**src/rtl/enc8_3_drain.sv**
```systemverilog
// enc8_3_drain: sequential 8-to-3 priority encoder.
// Accepts an 8-bit request vector, then drains it one index per output
// handshake, highest-priority bit first. The priority direction is selected
// by HI_FIRST (1: bit 7 first, 0: bit 0 first).
module enc8_3_drain #(
   parameter bit HI_FIRST = 1'b1
) (
   input  logic       clk,
   input  logic       rst,
   input  logic       in_valid,
   output logic       in_ready,
   input  logic [7:0] x,
   output logic       out_valid,
   input  logic       out_ready,
   output logic [2:0] y,
   output logic       out_last,
   output logic       zero_pulse,
   output logic       busy
);

   localparam logic [0:0] S_IDLE  = 1'b0;
   localparam logic [0:0] S_DRAIN = 1'b1;

   logic [0:0] r_state;
   logic [7:0] r_pend;
   logic       r_armed;
   logic       r_zero;

   logic       w_in_drain;
   logic       w_accept;
   logic       w_x_zero;
   logic       w_hshk;
   logic [2:0] w_idx;
   logic       w_one;
   logic [7:0] w_clr_mask;

   // Index of the highest set bit; later (higher) matches overwrite earlier.
   function automatic logic [2:0] f_hi_idx(input logic [7:0] v);
      logic [2:0] idx;
      idx = 3'd0;
      for (int i = 0; i < 8; i++) begin
         if (v[i]) idx = i[2:0];
      end
      return idx;
   endfunction

   // Index of the lowest set bit; scan downward so the lowest match wins.
   function automatic logic [2:0] f_lo_idx(input logic [7:0] v);
      logic [2:0] idx;
      idx = 3'd0;
      for (int i = 7; i >= 0; i--) begin
         if (v[i]) idx = i[2:0];
      end
      return idx;
   endfunction

   // True when exactly one bit of v is set (popcount == 1).
   function automatic logic f_one_hot(input logic [7:0] v);
      logic [3:0] cnt;
      cnt = 4'd0;
      for (int i = 0; i < 8; i++) begin
         cnt = cnt + {3'd0, v[i]};
      end
      return (cnt == 4'd1);
   endfunction

   // Handshake qualifiers and next code derived from the pending vector.
   always_comb begin
      w_in_drain = (r_state == S_DRAIN);
      w_accept   = in_valid && r_armed && (r_state == S_IDLE);
      w_x_zero   = (x == 8'h00);
      w_hshk     = w_in_drain && out_ready;
      w_idx      = HI_FIRST ? f_hi_idx(r_pend) : f_lo_idx(r_pend);
      w_one      = f_one_hot(r_pend);
      w_clr_mask = 8'h01 << w_idx;
   end

   // in_ready is held low until the first clock edge after reset release.
   always_ff @(posedge clk or posedge rst) begin
      if (rst) begin
         r_armed <= 1'b0;
      end else begin
         r_armed <= 1'b1;
      end
   end

   // Flag an accepted all-zero vector for exactly one cycle.
   always_ff @(posedge clk or posedge rst) begin
      if (rst) begin
         r_zero <= 1'b0;
      end else begin
         r_zero <= w_accept && w_x_zero;
      end
   end

   // IDLE/DRAIN control: enter DRAIN on a non-zero accept, leave on the last handshake.
   always_ff @(posedge clk or posedge rst) begin
      if (rst) begin
         r_state <= S_IDLE;
      end else begin
         case (r_state)
            S_IDLE: begin
               if (w_accept && !w_x_zero) r_state <= S_DRAIN;
            end
            S_DRAIN: begin
               if (w_hshk && w_one) r_state <= S_IDLE;
            end
            default: r_state <= S_IDLE;
         endcase
      end
   end

   // Pending bits: loaded on accept, one bit retired per output handshake.
   // x is never sampled in DRAIN, so a source changing x there has no effect.
   always_ff @(posedge clk or posedge rst) begin
      if (rst) begin
         r_pend <= 8'h00;
      end else if (w_accept && !w_x_zero) begin
         r_pend <= x;
      end else if (w_hshk) begin
         r_pend <= r_pend & ~w_clr_mask;
      end
   end

   // Outputs are gated by state so IDLE always presents y=0, out_last=0.
   always_comb begin
      in_ready   = r_armed && (r_state == S_IDLE);
      out_valid  = w_in_drain;
      busy       = w_in_drain;
      y          = w_in_drain ? w_idx : 3'd0;
      out_last   = w_in_drain && w_one;
      zero_pulse = r_zero;
   end

endmodule

```
**config.mk**
```make
export PLATFORM = sky130hd
export DESIGN_NAME = enc8_3_drain
export DESIGN_NICKNAME = d
export VERILOG_FILES = /design/src/rtl/enc8_3_drain.sv
export SDC_FILE = /design/constraint.sdc
export NUM_CORES = 1
export LEC_CHECK = 0
export BUFFER_PORTS_ARGS = -buffer_cell sky130_fd_sc_hd__clkbuf_2
export CELL_PAD_IN_SITES_DETAIL_PLACEMENT = 1
export CELL_PAD_IN_SITES_GLOBAL_PLACEMENT = 1
export CORE_MARGIN = 2
export CORE_UTILIZATION = 41
export DETAILED_ROUTE_END_ITERATION = 7
export PLACE_DENSITY = 0.84
export SYNTH_ARGS = -nofsm -noshare
export SYNTH_HDL_FRONTEND = slang
export SYNTH_SLANG_ARGS = --single-unit
```
**constraint.sdc**
```tcl
create_clock -name clk -period 7.5 [get_ports clk]
set_input_delay 0 -clock clk [delete_from_list [all_inputs] [get_ports clk]]
set_output_delay 0 -clock clk [all_outputs]
set_load 0.1 [all_outputs]
```
[After elaboration in Yosys (flattened, before gate mapping)]
Index checks and enable logic that the tools add are counted.
Cells by class
  mux-type cells: 13
  $add $sub $neg: 7
  equality and inequality tests: 1
  reduce and logical (&&, ||, !) cells: 11
  shifts and indexed selects: 1
  bitwise gates (word level): 3
Operators with widths (number)
  $mux 3: 6
  $add 4x1->4: 4
  $mux 8: 2
  $and 8x8->8: 1
  $logic_and 1x1->1: 8
  $logic_not 8->1: 1
  $not 8->8: 1
  $shl 1x3->8 const A: 1
  $add 3x1->4: 1
  $eq 4x1->1 const B: 1
  $add 2x1->3: 1
  $mux 1: 3
  $add 1x1->2: 1
  $mux 2: 1
  $pmux 1 s2: 1
  $reduce_bool 2->1: 1
  $logic_not 1->1: 1
  $not 1->1: 1
Word-level totals
  register bits: 11
  output and inout port bits: 8
  input port bits: 12

[Depth between registers and ports, before layout]
Gate-level depths: netlist of the first run.
  word-level depth: 12
  depth in mapped cells: 12
  depth with buffers taken out: 12

[Worst setup path after synthesis of the first run]
OpenSTA, ideal clock, no wires.
  path type: reg2out
  from: register r_pend[3]
  to: output port out_last
  arrival time: 3942 ps
  setup slack: 3558 ps
  cell stages (with the launch flop): 12
  path buffers: 0
  cells stage by stage: dfrtp_1 inv_1 fa_1 fa_1 fa_1 inv_1 ha_1 inv_1 fa_1 nor3b_1 a21oi_1 nor2_1
Between the ends
  cells in the longest elaborated chain, start to end: 7
RTL lines
  from (decl): RTL line 25  | logic [7:0] r_pend;
  from (signal assigned): RTL line 121  | r_pend <= r_pend & ~w_clr_mask;
  $add 3x1->4: RTL line 62  | cnt = cnt + {3'd0, v[i]};
  $add 4x1->4 (4 in a row): RTL line 62
  $eq 4x1->1: RTL line 64  | return (cnt == 4'd1);
  $logic_and 1x1->1: RTL line 131  | out_last = w_in_drain && w_one;
  to (decl): RTL line 16  | output logic out_last,
No other way between the ends.

[Final worst setup path of the first run]
Same ends and word-level chain as after synthesis.

==> results of run 1 <==
-- what timing repair did --
item / 4_1_cts / 5_1_grt
hold buffers: 6 / 0
endpoints found under the hold margin: 16 / 0
setup endpoints to repair: 0 / 0
-- area by class of cell --
| cell class | instances | area [um2] |
|---|---|---|
| fill | 229 | 800 |
| multi-input combinational | 61 | 443 |
| sequential | 11 | 275 |
| timing repair buffer | 25 | 155 |
| inverter | 14 | 52.6 |
| tap | 25 | 31.3 |
| clock buffer | 4 | 26.3 |
-- cells by family after synthesis --
kind of cell	after synthesis	synth area share, %
AO/OA/AOI/OAI	22	17.7
buffers and inverters	17	10.3
AND/OR/NAND/NOR	31	22.5
other	1	0.468
adder cells (fa/ha/maj)	7	14.7
flip-flops	11	34.4
-- per-stage QoR --
| step | area, um2 | setup WS [ns] |
|---|---|---|
| 3_3_place_gp | 897 | 4.17 |
| 5_1_grt | 983 | 3.46 |
| 3_5_place_dp | 897 | 4.04 |
| 6_report | 983 | 3.76 |
| 4_1_cts | 983 | 3.74 |
| 2_1_floorplan | 801 | 3.56 |
-- synthesized netlist by cell type --
library cell	instances	area [um2]
buf_6	2	22.5
o21ai_0	12	60.1
o21a_1	1	7.51
nand4_1	1	6.26
nor2_1	3	11.3
inv_1	14	52.6
a21boi_0	2	15.0
o31ai_1	1	7.51
a21boi_4	1	18.8
fa_1	4	80.1
and2b_2	1	8.76
nor3b_1	1	7.51
and3b_1	1	8.76
nor4_4	1	21.3
nand3_1	3	15.0
and3_2	1	7.51
buf_4	1	7.51
o41ai_1	1	8.76
and2b_1	1	7.51
a21oi_1	3	15.0
nand2b_1	1	6.26
o21ai_2	1	8.76
ha_1	3	37.5
nand2_1	13	48.8
nor4_2	1	12.5
conb_1	1	3.75
dfrtp_1	11	275
nor2b_1	3	18.8
-- layer usage --
layer	share of wire (%)	global-route usage (%)	wire length (um)	up-vias
li1	-	-	-	346
met3	4.0	6.67	79	2
met5	0	0	0	-
met1	37	19.0	729	360
met2	58	41.8	1140	22
met4	0.46	4.86	9	0
-- sequential cells by signal (all words and copies together), names as in the netlist --
register and cells:
r_pend 8, busy 1, r_armed 1, zero_pulse 1
-- critical path: stages, from the launching register on --
cell and delay [ns]:
dfrtp_1 0.47, inv_1 0.08, fa_1 0.45, fa_1 0.51, fa_1 0.41, inv_1 0.07, ha_1 0.16, inv_1 0.06
fa_1 0.38, nor3b_1 0.20, a21oi_1 0.11, nor2_1 0.11, clkbuf_2 0.46
-- how the worst max path moves through the flow --
stage,end,slack (ns),start,cells past startpoint
6_report,out_last,3.76,r_pend[3],12
5_1_grt,out_last,3.46,r_pend[3],12
4_1_cts,out_last,3.74,r_pend[3],12
3_5_place_dp,out_last,4.04,r_pend[3],12
3_3_place_gp,out_last,4.17,r_pend[3],12
2_1_floorplan,out_last,3.56,r_pend[3],11
==> results.cfg, run 1 <==
[yosys]
synthesis.area_um2 = 801
ys_types = 28
yosysSeqAreaShare_pct = 34.4
syn_area_per_cell_um2 = 9.00
synthCells = 89
synth.ff_latch_count = 11
synth_nets = 108
yosysWarnings = 0

[critical_path]
cp.arrival_ns = 3.74
rrSetupSlack_ns = 4.24
end_kind = output pin
rr_startpoint = r_pend[3]
critical_path_required_ns = 7.50
worstRegToRegCells = 12
r2r_end = busy
crit_path_start_kind = flip-flop
worst-setup-path-type = reg -> out
critPathMaxFanout = 7

[clocking]
cts_setup_buffers = 0
root_buffer = clkbuf_4
postCtsResizedCells = 0
cts_max_path_buffers = 2
numCtsBuffers = 3
clkTransAtPathRegs_ns = 0.07
cts_tree = yes
cts_sinks = 11
clock_latency_ns = 0.27
cts_max_level = 1

[timing]
period_share_pct = 49.9
slew_violations = 0
slew_headroom_pct = 63.2
worstMarginPinSlew_ns = 0.554
tns_ns = 0
finalHoldViolCount = 0
timing.fmax_ghz = 0.267
fin_hold_ws_ns = 0.0217
setup_violations = 0
rsz0062_at_grt = no
finClkSkew_ns = 0.00317
layout_min_cycle_time_ns = 3.74

[floorplan]
die_h_um = 48.2
rows = 15
core_area_mm2 = 0.00178
io_pins = 20
die_x_um = 48.2
die-area_mm2 = 0.00232
start_util_pct = 44.9

[global_routing]
grt_antenna_before_repair = 0
track_usage_pct = 20.5
grt-ovfl-total = 0
grt_max_degree = 13
grt_pass1_wl_mm = 3.19
grt_pass1_vias = 784

[outcome]
status = finished, final reports clean

[worst_hold_path]
hold_path_end = r_pend[6]
min_path_type = in -> reg
hold_path_startpoint = x[6]
min_path_cells = 3

[placement]
portBuffers = 19
dp_cells = 130
gp_congestion = 0.734
hpwl_mm = 1.51

[detailed_routing]
first_pass_iters = 4
drt_iter0_drc = 14
wl_mm = 1.96
ant_nets = 0
wire_per_inst_um = 14.0
vias = 730
drc_errors = 0
via_per_inst = 5.21

[finish]
mostFrequentLayoutCells = clkbuf_2, inv_1, nand2_1
area_growth_pct = 22.8
final_common_cell = clkbuf_2
final_util_pct = 55.2
diodes = 0
fin_cells = 140
drive_above_1_share_pct = 24.3
final_nets = 135

[run]
cap_violations = 0
Power of run 1 is not shown: default switching activity piles up to over one toggle a cycle in this logic, so the estimate is an artifact.
==> run 2, diff against run 1 <==
--- a/config.mk
+++ b/config.mk
@@ -9,9 +9,9 @@
 export CELL_PAD_IN_SITES_DETAIL_PLACEMENT = 1
 export CELL_PAD_IN_SITES_GLOBAL_PLACEMENT = 1
 export CORE_MARGIN = 2
-export CORE_UTILIZATION = 41
+export CORE_UTILIZATION = 38
 export DETAILED_ROUTE_END_ITERATION = 7
-export PLACE_DENSITY = 0.84
+export PLACE_DENSITY = 0.79
 export SYNTH_ARGS = -nofsm -noshare
 export SYNTH_HDL_FRONTEND = slang
 export SYNTH_SLANG_ARGS = --single-unit
==> constraint.sdc (replaced) <==
create_clock -name clk -period 3.6 [get_ports clk]
set_input_delay 0 -clock clk [delete_from_list [all_inputs] [get_ports clk]]
set_output_delay 0 -clock clk [all_outputs]
set_load 0.1 [all_outputs]
==> run 2 against run 1 <==
Compared with the run above:
- first-iteration DRC count fell by 43%
- critical path depth unchanged
- setup slack worse by 3.6 ns
- register-to-register slack lost 3.8 ns
- utilization decreased by 1.8 points
- non-clock buffer count up 5
- clock skew is 0.0040 ns higher
- clock-buffer cell count unchanged
- wire length grew 2.0%
- global-route usage is 2.0 points lower
==> results.cfg, run 2 (synthesized netlist as in run 1, its figures left out) <==
[outcome]
status = finished, final reports clean

[floorplan]
io_pins = 20
rows = 16
die_h_um = 49.9
core_area_mm2 = 0.00198
die-area_mm2 = 0.00249
die_x_um = 49.9
start_util_pct = 40.4

[timing]
finalHoldViolCount = 0
finClkSkew_ns = 0.00717
layout_min_cycle_time_ns = 3.41
tns_ns = 0
timing.fmax_ghz = 0.293
slew_headroom_pct = 63.9
worstMarginPinSlew_ns = 0.544
slew_violations = 0
setup_violations = 0
period_share_pct = 94.8
fin_hold_ws_ns = 0.109

[global_routing]
track_usage_pct = 18.5
grt-ovfl-total = 0
grt_pass1_vias = 766
grt_antenna_before_repair = 0
grt_pass1_wl_mm = 3.39
grt_max_degree = 13

[placement]
hpwl_mm = 1.51
gp_congestion = 0.706
portBuffers = 19

[critical_path]
crit_path_end = out_last
rr_startpoint = r_pend[3]
worstRegToRegCells = 12
crit_chain = inv_1 -> fa_1 -> fa_1 -> fa_1 -> inv_1 -> ha_2 -> inv_1 -> fa_1 -> nor3b_2 -> a21oi_1 -> nor2_2 -> buf_12
critical_path_required_ns = 3.60
cp.buffers_inverters = 4
rrSetupSlack_ns = 0.45
critPathMaxFanout = 4
crit_path_start_kind = flip-flop
crit_slowest_cell = fa_1
r2r_end = busy
cp_common_cell = fa_1
crit_family = adder cells
worst-setup-path-type = reg -> out
cp.arrival_ns = 3.41
worstSetupPathDepth = 12
crit_start = r_pend[3]
slowest_delay_ns = 0.51
end_kind = output pin

[clocking]
clkTransAtPathRegs_ns = 0.07
cts_tree = yes
cts_max_path_buffers = 2
numCtsBuffers = 3
root_buffer = clkbuf_4
clock_latency_ns = 0.27
cts_sinks = 11
cts_max_level = 1

[detailed_routing]
ant_nets = 0
drt_iter0_drc = 8
wire_per_inst_um = 13.6
first_pass_iters = 4
via_per_inst = 4.86
wl_mm = 2.00
drc_errors = 0
vias = 715

[finish]
largest_reg_flops = 8
mostFrequentLayoutCells = clkbuf_2, inv_1, nand2_1
num-fill-cells = 240
diodes = 0
drive_above_1_share_pct = 28.3
final_nets = 140
regMostFlops = r_pend
area_growth_pct = 32.0
final_common_cell = clkbuf_2

[worst_hold_path]
hold_path_startpoint = out_ready
min_path_type = in -> reg

[run]
cap_violations = 0
-- run 2: how the worst min path moves through the flow --
stage | to | cells past startpoint
floorplan | busy | 1
global placement | zero_pulse | 2
detailed placement | r_pend[2] | 2
CTS | busy | 4
global route | busy | 4
finish | busy | 4
-- run 2: worst register-to-register path: stages (launching register included) --
cell	delay, ns
dfrtp_2	0.43
inv_1	0.08
fa_1	0.42
fa_1	0.51
fa_1	0.41
inv_1	0.07
ha_2	0.17
inv_1	0.05
fa_1	0.39
nor3b_2	0.17
a21oi_1	0.11
o21ai_0	0.16
nand2b_1	0.07
-- run 2: per-stage QoR --
step	util [%]	setup slack, ns	instance area [um2]	instances
floorplan	-	0.107	803	89
global placement	46.3	0.508	917	132
detailed placement	46.3	0.349	917	132
CTS	52.1	0.0314	1030	145
global route	53.3	-0.00507	1060	147
finish	53.3	0.186	1060	147
-- run 2: cell type report --
type | count | area (um2) | share of cell area, %
timing repair buffer | 30 | 215 | 20.4
clock buffer | 4 | 26.3 | 2.49
inverter | 14 | 52.6 | 4.97
tap | 27 | 33.8 | 3.20
sequential | 11 | 277 | 26.2
multi-input combinational | 61 | 453 | 42.8
-- run 2: what timing repair did --
action / CTS / global route
endpoints found under the setup margin: 0 / 1
hold endpoints to repair: 19 / 0
buffers inserted: 0 / 2
gates resized for setup: 0 / 3
hold buffers: 9 / 0
-- run 2: metal layers --
metal	GRT usage, %	part of all wire (%)	vias to the layer above
met3	3.64	2.3	2
met2	35.6	57	11
met1	20.0	40	350
met5	0	0	-
li1	-	-	352
met4	5.56	0.45	0
Power of run 2 is left out for the same reason.
